[src/rtl/spram_ctrl.sv]
// -----------------------------------------------------------------------------
// spram_ctrl
//
// Request-side front end for a single-port RAM. It turns a valid/ready request
// channel into the RAM's csn/wen/addr/wdata strobes, and it buffers read data
// in a 2-entry in-order response FIFO that has its own valid/ready channel.
// The RAM is strapped read-first with an asynchronous read, so mem_rdata
// follows mem_addr within the same cycle and is sampled at the accept edge.
//
// Optional feature (macro SPRAM_CTRL_INIT_EN):
//   After reset, an init sequencer writes INIT_VALUE to every RAM location,
//   one address per cycle, before requests are accepted. If the macro is not
//   defined there is no INIT phase and RAM contents are unknown until written.
//
// Ports:
//   clk        in   clock, rising edge
//   rstn       in   asynchronous active-low reset
//   req_valid  in   request present
//   req_ready  out  request accepted this cycle (when req_valid is high)
//   req_we     in   1 = write, 0 = read
//   req_addr   in   request address            [ADDR_WIDTH]
//   req_wdata  in   request write data         [DATA_WIDTH]
//   rsp_valid  out  read response present
//   rsp_ready  in   consumer takes the response this cycle
//   rsp_rdata  out  head of response FIFO, 0 when empty [DATA_WIDTH]
//   mem_csn    out  RAM chip select, active low
//   mem_wen    out  RAM write enable, active low
//   mem_addr   out  RAM address                [ADDR_WIDTH]
//   mem_wdata  out  RAM write data             [DATA_WIDTH]
//   mem_mode   out  tied 0 (read-first)
//   mem_synch  out  tied 0 (asynchronous read)
//   mem_rdata  in   RAM read data              [DATA_WIDTH]
//
// States:
//   state    | meaning
//   ST_BOOT  | held in reset / first cycle after release; no RAM access
//   ST_INIT  | init sequencer writing INIT_VALUE (feature build only)
//   ST_RUN   | normal operation, requests accepted while FIFO has room
// -----------------------------------------------------------------------------
module spram_ctrl #(
  parameter int ADDR_WIDTH = 4,
  parameter int DATA_WIDTH = 8,
  parameter logic [DATA_WIDTH-1:0] INIT_VALUE = '0
) (
  input  logic                  clk,
  input  logic                  rstn,
  input  logic                  req_valid,
  output logic                  req_ready,
  input  logic                  req_we,
  input  logic [ADDR_WIDTH-1:0] req_addr,
  input  logic [DATA_WIDTH-1:0] req_wdata,
  output logic                  rsp_valid,
  input  logic                  rsp_ready,
  output logic [DATA_WIDTH-1:0] rsp_rdata,
  output logic                  mem_csn,
  output logic                  mem_wen,
  output logic [ADDR_WIDTH-1:0] mem_addr,
  output logic [DATA_WIDTH-1:0] mem_wdata,
  output logic                  mem_mode,
  output logic                  mem_synch,
  input  logic [DATA_WIDTH-1:0] mem_rdata
);

  typedef enum logic [1:0] {
    ST_BOOT = 2'd0,
    ST_INIT = 2'd1,
    ST_RUN  = 2'd2
  } state_e;

  state_e state_q, state_d;

  // Response FIFO
  logic [DATA_WIDTH-1:0] rsp_mem_q [2];
  logic                  wr_ptr_q, rd_ptr_q;
  logic [1:0]            count_q, count_d;

  // Last driven RAM address / data, held while the RAM is idle
  logic [ADDR_WIDTH-1:0] mem_addr_q;
  logic [DATA_WIDTH-1:0] mem_wdata_q;

  logic accept;
  logic push;
  logic pop;
  logic init_wr;

  assign mem_mode  = 1'b0;
  assign mem_synch = 1'b0;

`ifdef SPRAM_CTRL_INIT_EN
  // Init address counter; it is cleared whenever the FSM is outside INIT so
  // that any re-entry (e.g. reset during INIT) restarts from address 0.
  logic [ADDR_WIDTH-1:0] init_cnt_q, init_cnt_d;
  logic                  init_last;

  assign init_wr    = (state_q == ST_INIT);
  assign init_last  = (init_cnt_q == '1);
  assign init_cnt_d = init_wr ? (init_cnt_q + 1'b1) : '0;

  always_ff @(posedge clk or negedge rstn) begin
    if (!rstn) begin
      init_cnt_q <= '0;
    end else begin
      init_cnt_q <= init_cnt_d;
    end
  end
`else
  assign init_wr = 1'b0;

  // INIT_VALUE only matters when the init sequencer is built in.
  logic unused_init_value;
  assign unused_init_value = ^INIT_VALUE;
`endif

  // ---------------------------------------------------------------------------
  // FSM
  // ---------------------------------------------------------------------------
  always_ff @(posedge clk or negedge rstn) begin
    if (!rstn) begin
      state_q <= ST_BOOT;
    end else begin
      state_q <= state_d;
    end
  end

  always_comb begin
    state_d = state_q;
    case (state_q)
      ST_BOOT: begin
`ifdef SPRAM_CTRL_INIT_EN
        state_d = ST_INIT;
`else
        state_d = ST_RUN;
`endif
      end
      ST_INIT: begin
`ifdef SPRAM_CTRL_INIT_EN
        if (init_last) begin
          state_d = ST_RUN;
        end
`else
        state_d = ST_RUN;
`endif
      end
      ST_RUN: begin
        state_d = ST_RUN;
      end
      default: begin
        state_d = ST_BOOT;
      end
    endcase
  end

  // ---------------------------------------------------------------------------
  // Request side. Ready depends only on state and FIFO occupancy, so a pop in
  // a full cycle only frees a slot for the following cycle.
  // ---------------------------------------------------------------------------
  assign req_ready = (state_q == ST_RUN) && (count_q < 2'd2);
  assign accept    = req_valid && req_ready;

  always_comb begin
    mem_csn   = 1'b1;
    mem_wen   = 1'b1;
    mem_addr  = mem_addr_q;
    mem_wdata = mem_wdata_q;
    if (init_wr) begin
`ifdef SPRAM_CTRL_INIT_EN
      mem_csn   = 1'b0;
      mem_wen   = 1'b0;
      mem_addr  = init_cnt_q;
      mem_wdata = INIT_VALUE;
`endif
    end else if (accept) begin
      mem_csn   = 1'b0;
      mem_wen   = ~req_we;
      mem_addr  = req_addr;
      mem_wdata = req_wdata;
    end
  end

  always_ff @(posedge clk or negedge rstn) begin
    if (!rstn) begin
      mem_addr_q  <= '0;
      mem_wdata_q <= '0;
    end else begin
      mem_addr_q  <= mem_addr;
      mem_wdata_q <= mem_wdata;
    end
  end

  // ---------------------------------------------------------------------------
  // Response FIFO. Read data is captured at the accept edge straight from the
  // asynchronous RAM output.
  // ---------------------------------------------------------------------------
  assign push      = accept && !req_we;
  assign rsp_valid = (count_q != 2'd0);
  assign pop       = rsp_valid && rsp_ready;
  assign rsp_rdata = rsp_valid ? rsp_mem_q[rd_ptr_q] : '0;

  always_comb begin
    count_d = count_q;
    case ({push, pop})
      2'b10:   count_d = count_q + 2'd1;
      2'b01:   count_d = count_q - 2'd1;
      default: count_d = count_q;
    endcase
  end

  always_ff @(posedge clk or negedge rstn) begin
    if (!rstn) begin
      for (int i = 0; i < 2; i++) begin
        rsp_mem_q[i] <= '0;
      end
      wr_ptr_q <= 1'b0;
      rd_ptr_q <= 1'b0;
      count_q  <= 2'd0;
    end else begin
      if (push) begin
        rsp_mem_q[wr_ptr_q] <= mem_rdata;
        wr_ptr_q            <= ~wr_ptr_q;
      end
      if (pop) begin
        rd_ptr_q <= ~rd_ptr_q;
      end
      count_q <= count_d;
    end
  end

endmodule

[config.mk]
export PLATFORM = sky130hd
export DESIGN_NAME = spram_ctrl
export DESIGN_NICKNAME = d
export VERILOG_FILES = /design/src/rtl/spram_ctrl.sv
export SDC_FILE = /design/constraint.sdc
export NUM_CORES = 1
export LEC_CHECK = 0
export CAP_MARGIN = 5
export CORE_MARGIN = 4
export CORE_UTILIZATION = 47
export DETAILED_ROUTE_END_ITERATION = 10
export HOLD_SLACK_MARGIN = 0.05
export PLACE_DENSITY_LB_ADDON = 0.15
export SYNTH_ARGS = -nofsm -noshare
export SYNTH_HDL_FRONTEND = slang
export SYNTH_SLANG_ARGS = --single-unit
[constraint.sdc]
create_clock -name clk -period 3.1 [get_ports clk]
set_clock_uncertainty 0.05 [all_clocks]
set_input_delay 0.62 -clock clk [delete_from_list [all_inputs] [get_ports clk]]
set_output_delay 0.62 -clock clk [all_outputs]
set_load 0.1 [all_outputs]
# == Word level (Yosys, flattened, before mapping) ==
# Cells that the tools add are included.
# word_totals
register_bits,34
elab_cells,46
# op_classes
addsub,2
magnitude_cmp,4
eq_ne,4
mux,13
n_bitwise,5
n_reduce_logical,10
# ops
cell,n
$mux W8,6
$bwmux W16,1
$demux W8 S1,1
$logic_and A1 B1 Y1,5
$eq A2 B1 Y1 const B,2
$eq A2 B2 Y1 const B,2
$ge A2 B2 Y1 const B,2
$mux W4,1
$not A1 Y2,2
$pmux W2 S2,1
$reduce_bool A2 Y1,2
$not A1 Y1,3
$reduce_or A3 Y1,1
$add A2 B1 Y2 const B,1
$logic_not A2 Y1,1
$lt A2 B1 Y1 const B,1
$lt A2 B2 Y1 const B,1
$mux W1,2
$mux W2,1
$sub A2 B1 Y2 const B,1
$logic_not A1 Y1,1

# == Longest topological paths before layout ==
# depth
depth_word,6
ltp_mapped,6
mapped_depth_nobuf,6

# == Least setup slack after synthesis ==
# OpenSTA, ideal clock, no wires.
# synth_timing
kind,register -> output
start,register count_q[1]
end,output port mem_wen
arrival_ns,2.165
path_slack_ns,0.265
path_stages_with_launch,3
path_cell_list,dfrtp_1 and2b_1 nand3_1
# synth_via
elab_chain_len,4
# synth_rtl
element,line,source
"start, declared",75,"logic [1:0] count_q, count_d;"
"start signal, assigned",224,count_q <= count_d;
$lt A2 B2 Y1,157,assign req_ready = (state_q == ST_RUN) && (count_q < 2'd2);
$logic_and A1 B1 Y1,157,
via req_ready,48,"output logic req_ready,"
$logic_and A1 B1 Y1,158,assign accept = req_valid && req_ready;
$mux W1,172,end else if (accept) begin
"end, declared",56,"output logic mem_wen,"
# The timed path passes the listed nets, and every way through them passes these cells.

# == Worst setup path in the final report ==
# layout_timing
start,input port req_valid
end,output port mem_wdata[6]
# layout_via
elab_chain_len,2
# layout_rtl
element,line,source
"start, declared",47,"input logic req_valid,"
$logic_and A1 B1 Y1,158,
$mux W8,172,
"end, declared",58,"output logic [DATA_WIDTH-1:0] mem_wdata,"
# No other way between the ends.

==> run_results.csv <==
group,metric,value,unit
die,ioPinCount,51,
sta,hold_viol_final,0,
cts,clkSinkCount,33,
yosys,ys.warnings.count,0,
yosys,synthFlopType,"dfrtp_1",
routing,vias,956,
cts,cts_made_buffers,5,
place,dpl.hpwl,2.17,mm
yosys,ys_types,19,
yosys,netlist_area,0.00143,mm2
global_routing,grt_usage,15.8,%
sta,slew_viol_final,0,
routing,drc,0,
routing,postRouteAntennaNets,0,
cts,clockBufferDepth,2,
cts,cts-root-buf,"clkbuf_4",
layout,nets,179,
layout,fillers,186,
layout,final_util,74.6,%
global_routing,use_met3,9.24,%
run_status,outcome,"finished, final reports clean",
cts,cts_tree,"built",
cts,cts_hold_buf,0,
routing,wl_per_cell,15.4,um
sta,final-setup-viol-count,0,
yosys,synth_edf_count,0,
routing,drtIter0Drc,20,
layout,finalNonFillerCells,185,
setup_path,r2r_start,"count_q[1]$_DFFE_PN0P_",
sta,finalCriticalPeriod,2.62,ns
cts,clkTransAtPathRegs,0.10,ns
yosys,yosysSeqAreaShare,57.6,%
cts,clock_latency,0.33,ns
worst_hold_path,hp-start,"rsp_mem_q[3]$_DFFE_PN0P_",
die,die-area,0.00400,mm2
die,fp.dieW,63.2,um
sta,worst_pin_slew,0.511,ns
setup_path,crit_path_start_kind,"primary input",
global_routing,overflow,0,
layout,area_growth,47.1,%
place,placed_cells,177,
die,die_h,63.2,um
global_routing,grt_pass1_vias,1082,
sta,fmaxAchievable,382,MHz
die,coreArea,0.00283,mm2
job,cap_violations,0,
setup_path,crit_path_max_fanout,14,
sta,slew_headroom,65.9,%
yosys,synthCells,100,
setup_path,critPathRequiredTime,2.43,ns
sta,period_share,84.4,%
cts,cts_htree_levels,2,
yosys,yosys.area.top_type,"dfrtp_1",
global_routing,grt_pass1_wl,4.90,mm
cts,post_cts_buffers,0,
routing,vias_per_cell,5.17,
layout,diodes,0,
setup_path,critPathLaunch,"req_valid",
sta,timing.setup.tns,0,ns
yosys,synth.most_common_cell,"dfrtp_1",
yosys,ys_top_cells_by_area,"dfrtp_1 (58%), mux2_2 (22%), mux2i_1 (5.6%), nor2_1 (2.4%), xor2_1 (1.8%)",
worst_hold_path,hold_class,"reg -> reg",
global_routing,grt.busiest_layer,"met2",
setup_path,arrival,1.95,ns
routing,wirelength,2.86,mm
yosys,synth_seq_cells,33,
die,rows,19,
routing,dr.pass1.iters,2,
global_routing,grtUsageMet1,17.7,%
global_routing,antenna_found_initial,0,
cts,cts_resized,0,
setup_path,crit_type,"in -> out",
die,initial_core_util,50.7,%
place,gp_congestion,0.644,
sta,rsz0062_at_grt,"false",
yosys,synthTopCellsByCount,"dfrtp_1 (33), mux2_2 (28), nor2_1 (9), mux2i_1 (8)",
yosys,async_reset_ff_share,100,%
yosys,synth_top_area_share,57.6,%
global_routing,use_met2,26.4,%
place,io_buffers,48,
layout,drive_gt1_share,42.9,%
yosys,syn_area_per_cell,14.3,um2
setup_path,end_kind,"output pin",
global_routing,grt_max_degree,34,
## registers in the layout, summed over array words and instances (netlist names)
| signal | flops |
|---|---|
| count_q | 2 |
| rd_ptr_q | 1 |
| wr_ptr_q | 1 |
| mem_wdata_q | 8 |
| state_q | 1 |
| mem_addr_q | 4 |
| rsp_mem_q | 16 |
## cells by family after synthesis
family / after synthesis / synth area share, %
buffers and inverters: 6 / 2.44
multiplexers: 36 / 27.6
flip-flops: 33 / 57.6
adder cells (fa/ha/maj): 1 / 0.872
other: 2 / 0.524
XOR/XNOR: 5 / 3.05
AND/OR/NAND/NOR: 17 / 7.94
## metrics by stage
stage               setup slack (ns)  cell area (um2)  hold WS (ns)
floorplan                      0.265             1440         0.274
finish                         0.482             2110         0.467
detailed placement             0.473             2040         0.445
global route                   0.417             2110         0.481
global placement               0.490             2040         0.436
CTS                            0.467             2110         0.469
## metal layers
metal  vias to the layer above  share of wire, %
li1                        444                 -
met1                       475                37
met2                        34                52
met3                         3               9.6
met4                         0              0.84
met5                         -                 0
## cells in the final DEF, fill, tap and decap left out
master           instances
nor2b_1                  1
clkdlybuf4s50_1         24
xnor2_1                  2
ha_1                     1
clkbuf_8                 2
conb_1                   3
nand3_1                  1
nand2_2                  1
nand3b_4                 1
clkbuf_4                 5
inv_1                    2
and4bb_2                 1
xor2_1                   3
buf_12                  13
clkinv_2                 1
nor2_1                   9
dfrtp_1                 33
nor3_4                   1
and2b_1                  1
buf_4                   12
mux2i_1                  8
nor2_2                   1
mux2_2                  28
## critical path, stage by stage
cell and delay [ns]:
clkdlybuf4s50_1 0.54, nand3b_4 0.23, mux2_2 0.38, buf_12 0.18
## cell type report
type                       instances  area (um2)  area share [%]
inverter                           2        7.51           0.356
timing repair buffer              49         591            28.0
tap                               31        38.8            1.84
sequential                        33         826            39.1
multi-input combinational         62         577            27.3
clock inverter                     1        5.00           0.237
clock buffer                       7        65.1            3.08
## final timing paths
path	endpoint	slack, ns	cells after the start
max	mem_wdata[6]	0.48	4
min	rsp_mem_q[3]$_DFFE_PN0P_	0.47	1
max reg2reg	count_q[1]$_DFFE_PN0P_	1.33	5
min reg2reg	rsp_mem_q[3]$_DFFE_PN0P_	0.47	1
max in group asynchronous	rsp_mem_q[8]$_DFFE_PN0P_	2.08	2
min in group asynchronous	mem_addr_q[0]$_DFF_PN0_	0.63	2
Power is left out: the tool's default activity adds up to more than one toggle a clock period on the data nets, which glitch-free logic cannot reach.
==> variant (config.mk and constraints unchanged) <==
The 3 states of `state_e` get a one-hot encoding in 3 bits.
--- a/src/rtl/spram_ctrl.sv
+++ b/src/rtl/spram_ctrl.sv
@@ -62,8 +62,8 @@
 );
 
-  typedef enum logic [1:0] {
-    ST_BOOT = 2'd0,
-    ST_INIT = 2'd1,
-    ST_RUN  = 2'd2
+  typedef enum logic [2:0] {
+    ST_BOOT = 3'b001,
+    ST_INIT = 3'b010,
+    ST_RUN  = 3'b100
   } state_e;
 
Behaviour: no difference found for any inputs over 10 cycles, from zero or initial values and one cycle with rstn low; not proved beyond that.
==> variant against the original RTL <==
  * Via count up 0.10%
  * Cell area increased by 2.6%
  * Count of clock-buffer cells in the layout decreased by 1
  * Worst setup slack better by 0.00059 ns
  * Fmax hardly changed
  * Synthesized area is 3.1% higher
  * Routed wire length up 0.98%
  * Sequential cell count rose by 1
  * Critical path depth is the same
Power is not shown: default switching activity piles up to over one toggle a cycle in this logic, so the estimate is an artifact.
==> variant: results (changes against the original RTL) <==
stage	metric	value	unit	change
place	HPWL Detailed	2180	µm	was 2170 µm
synth	Synth top cells by count	dfrtp_1 (33), mux2_2 (28), nor2_1 (9), mux2i_1 (8), inv_1 (5)		was dfrtp_1 (33), mux2_2 (28), nor2_1 (9), mux2i_1 (8)
worst_setup_path	reg-to-reg critical path startpoint	state_q[0]		was count_q[1]
worst_hold_path	hold depth	1		unchanged
worst_setup_path	FF-to-FF setup slack	1.25	ns	was 1.33 ns
grt	total routing usage reported by global routing	0.165		was 0.158
cells_and_area	fill count	222		was 186
drt	initial drt markers	13		was 20
drt	number of iterations in the first detailed-routing pass	3		was 2
place	final RePlAce weighted congestion	0.668		was 0.644
cells_and_area	fraction of layout cells with a size suffix above 1	0.417		was 0.429
worst_hold_path	Min-Delay Path Class	reg2reg		unchanged
worst_hold_path	Worst Hold End	state_q[0]		was rsp_mem_q[3]
synth	most area-consuming cells after synthesis	dfrtp_1 (56%), mux2_2 (21%), mux2i_1 (5.4%)		was dfrtp_1 (58%), mux2_2 (22%), mux2i_1 (5.6%)
grt	met3 Use GR	0.0896		was 0.0924
grt	vias in the first global route	1104		was 1082
drt	vias per inst	4.79		was 5.17
grt	largest net degree at the start of global routing	35		was 34
worst_setup_path	slowest CP cell	clkdlybuf4s50_1		unchanged
grt	met1 usage	0.188		was 0.177
worst_hold_path	hold wc startpoint	state_q[2]		was rsp_mem_q[3]
worst_setup_path	Critical Path Fanout Max	15		was 14
sta	Min Hold Slack	0.455	ns	was 0.467 ns
synth	post-synth cell types	20		was 19
synth	sequential element share of the synthesized area	0.576		about the same
grt	global-route wire length before repair	5120	µm	was 4900 µm
sta	Slew HR	0.665		was 0.659
worst_setup_path	RR Endpoint	rsp_mem_q[15]		was count_q[1]
status	status	finished clean		unchanged
cells_and_area	Nets	184		was 179
grt	met2 usage	0.252		was 0.264
clock_network	CTS Hold Buffers Added	0		unchanged
worst_setup_path	CP delay by family, top	buffers and inverters		unchanged
clock_network	clock tree buffer depth	2		unchanged
synth	Async SR Flop Fraction	1.00		unchanged
==> variant: worst reg2reg max path: cells and delay by family (launching register included) <==
kind	cells	cell delay, ns
flip-flops	1	0.37
AND/OR/NAND/NOR	2	0.67
buffers and inverters	1	0.04
multiplexers	1	0.39
adder cells (fa/ha/maj)	1	0.22
==> variant: stage by stage <==
stage / instance area, µm² / setup slack (ns) / std cells / utilization
final: 2160 / 0.483 / 200 / 0.715
after global routing: 2160 / 0.384 / 200 / 0.715
after CTS: 2160 / 0.460 / 200 / 0.715
after detailed placement: 2110 / 0.463 / 194 / 0.698
after global placement: 2110 / 0.498 / 194 / 0.698
after floorplan: 1480 / 0.470 / 105 / -
==> variant: per-layer routing <==
metal / part of all wire / wire (µm)
met1: 0.39 / 1130
met3: 0.12 / 336
met2: 0.48 / 1390
met4: 0.011 / 32
met5: 0 / 0
==> variant: cells by family after synthesis <==
logic type | synth area share
buffers and inverters | 0.0313
other | 0.00254
multiplexers | 0.267
adder cells (fa/ha/maj) | 0.0169
XOR/XNOR | 0.0296
AND/OR/NAND/NOR | 0.0762
flip-flops | 0.576
==> variant: final cells by class <==
class                           instances  share of cell area
Timing Repair Buffer                   49               0.279
Multi-Input combinational cell         62               0.270
Inverter                                5             0.00867
Sequential cell                        34               0.394
Tap cell                               44              0.0254
Clock buffer                            6              0.0237
==> variant: worst max-delay path by stage <==
stage	from	to	cells after the start
after floorplan	state_q[0]	mem_wen	6
after global routing	state_q[0]	mem_wdata[1]	5
final	req_valid	mem_wdata[1]	4
after global placement	req_valid	mem_addr[1]	4
after detailed placement	req_valid	mem_wdata[3]	4
after CTS	state_q[0]	mem_wdata[3]	5
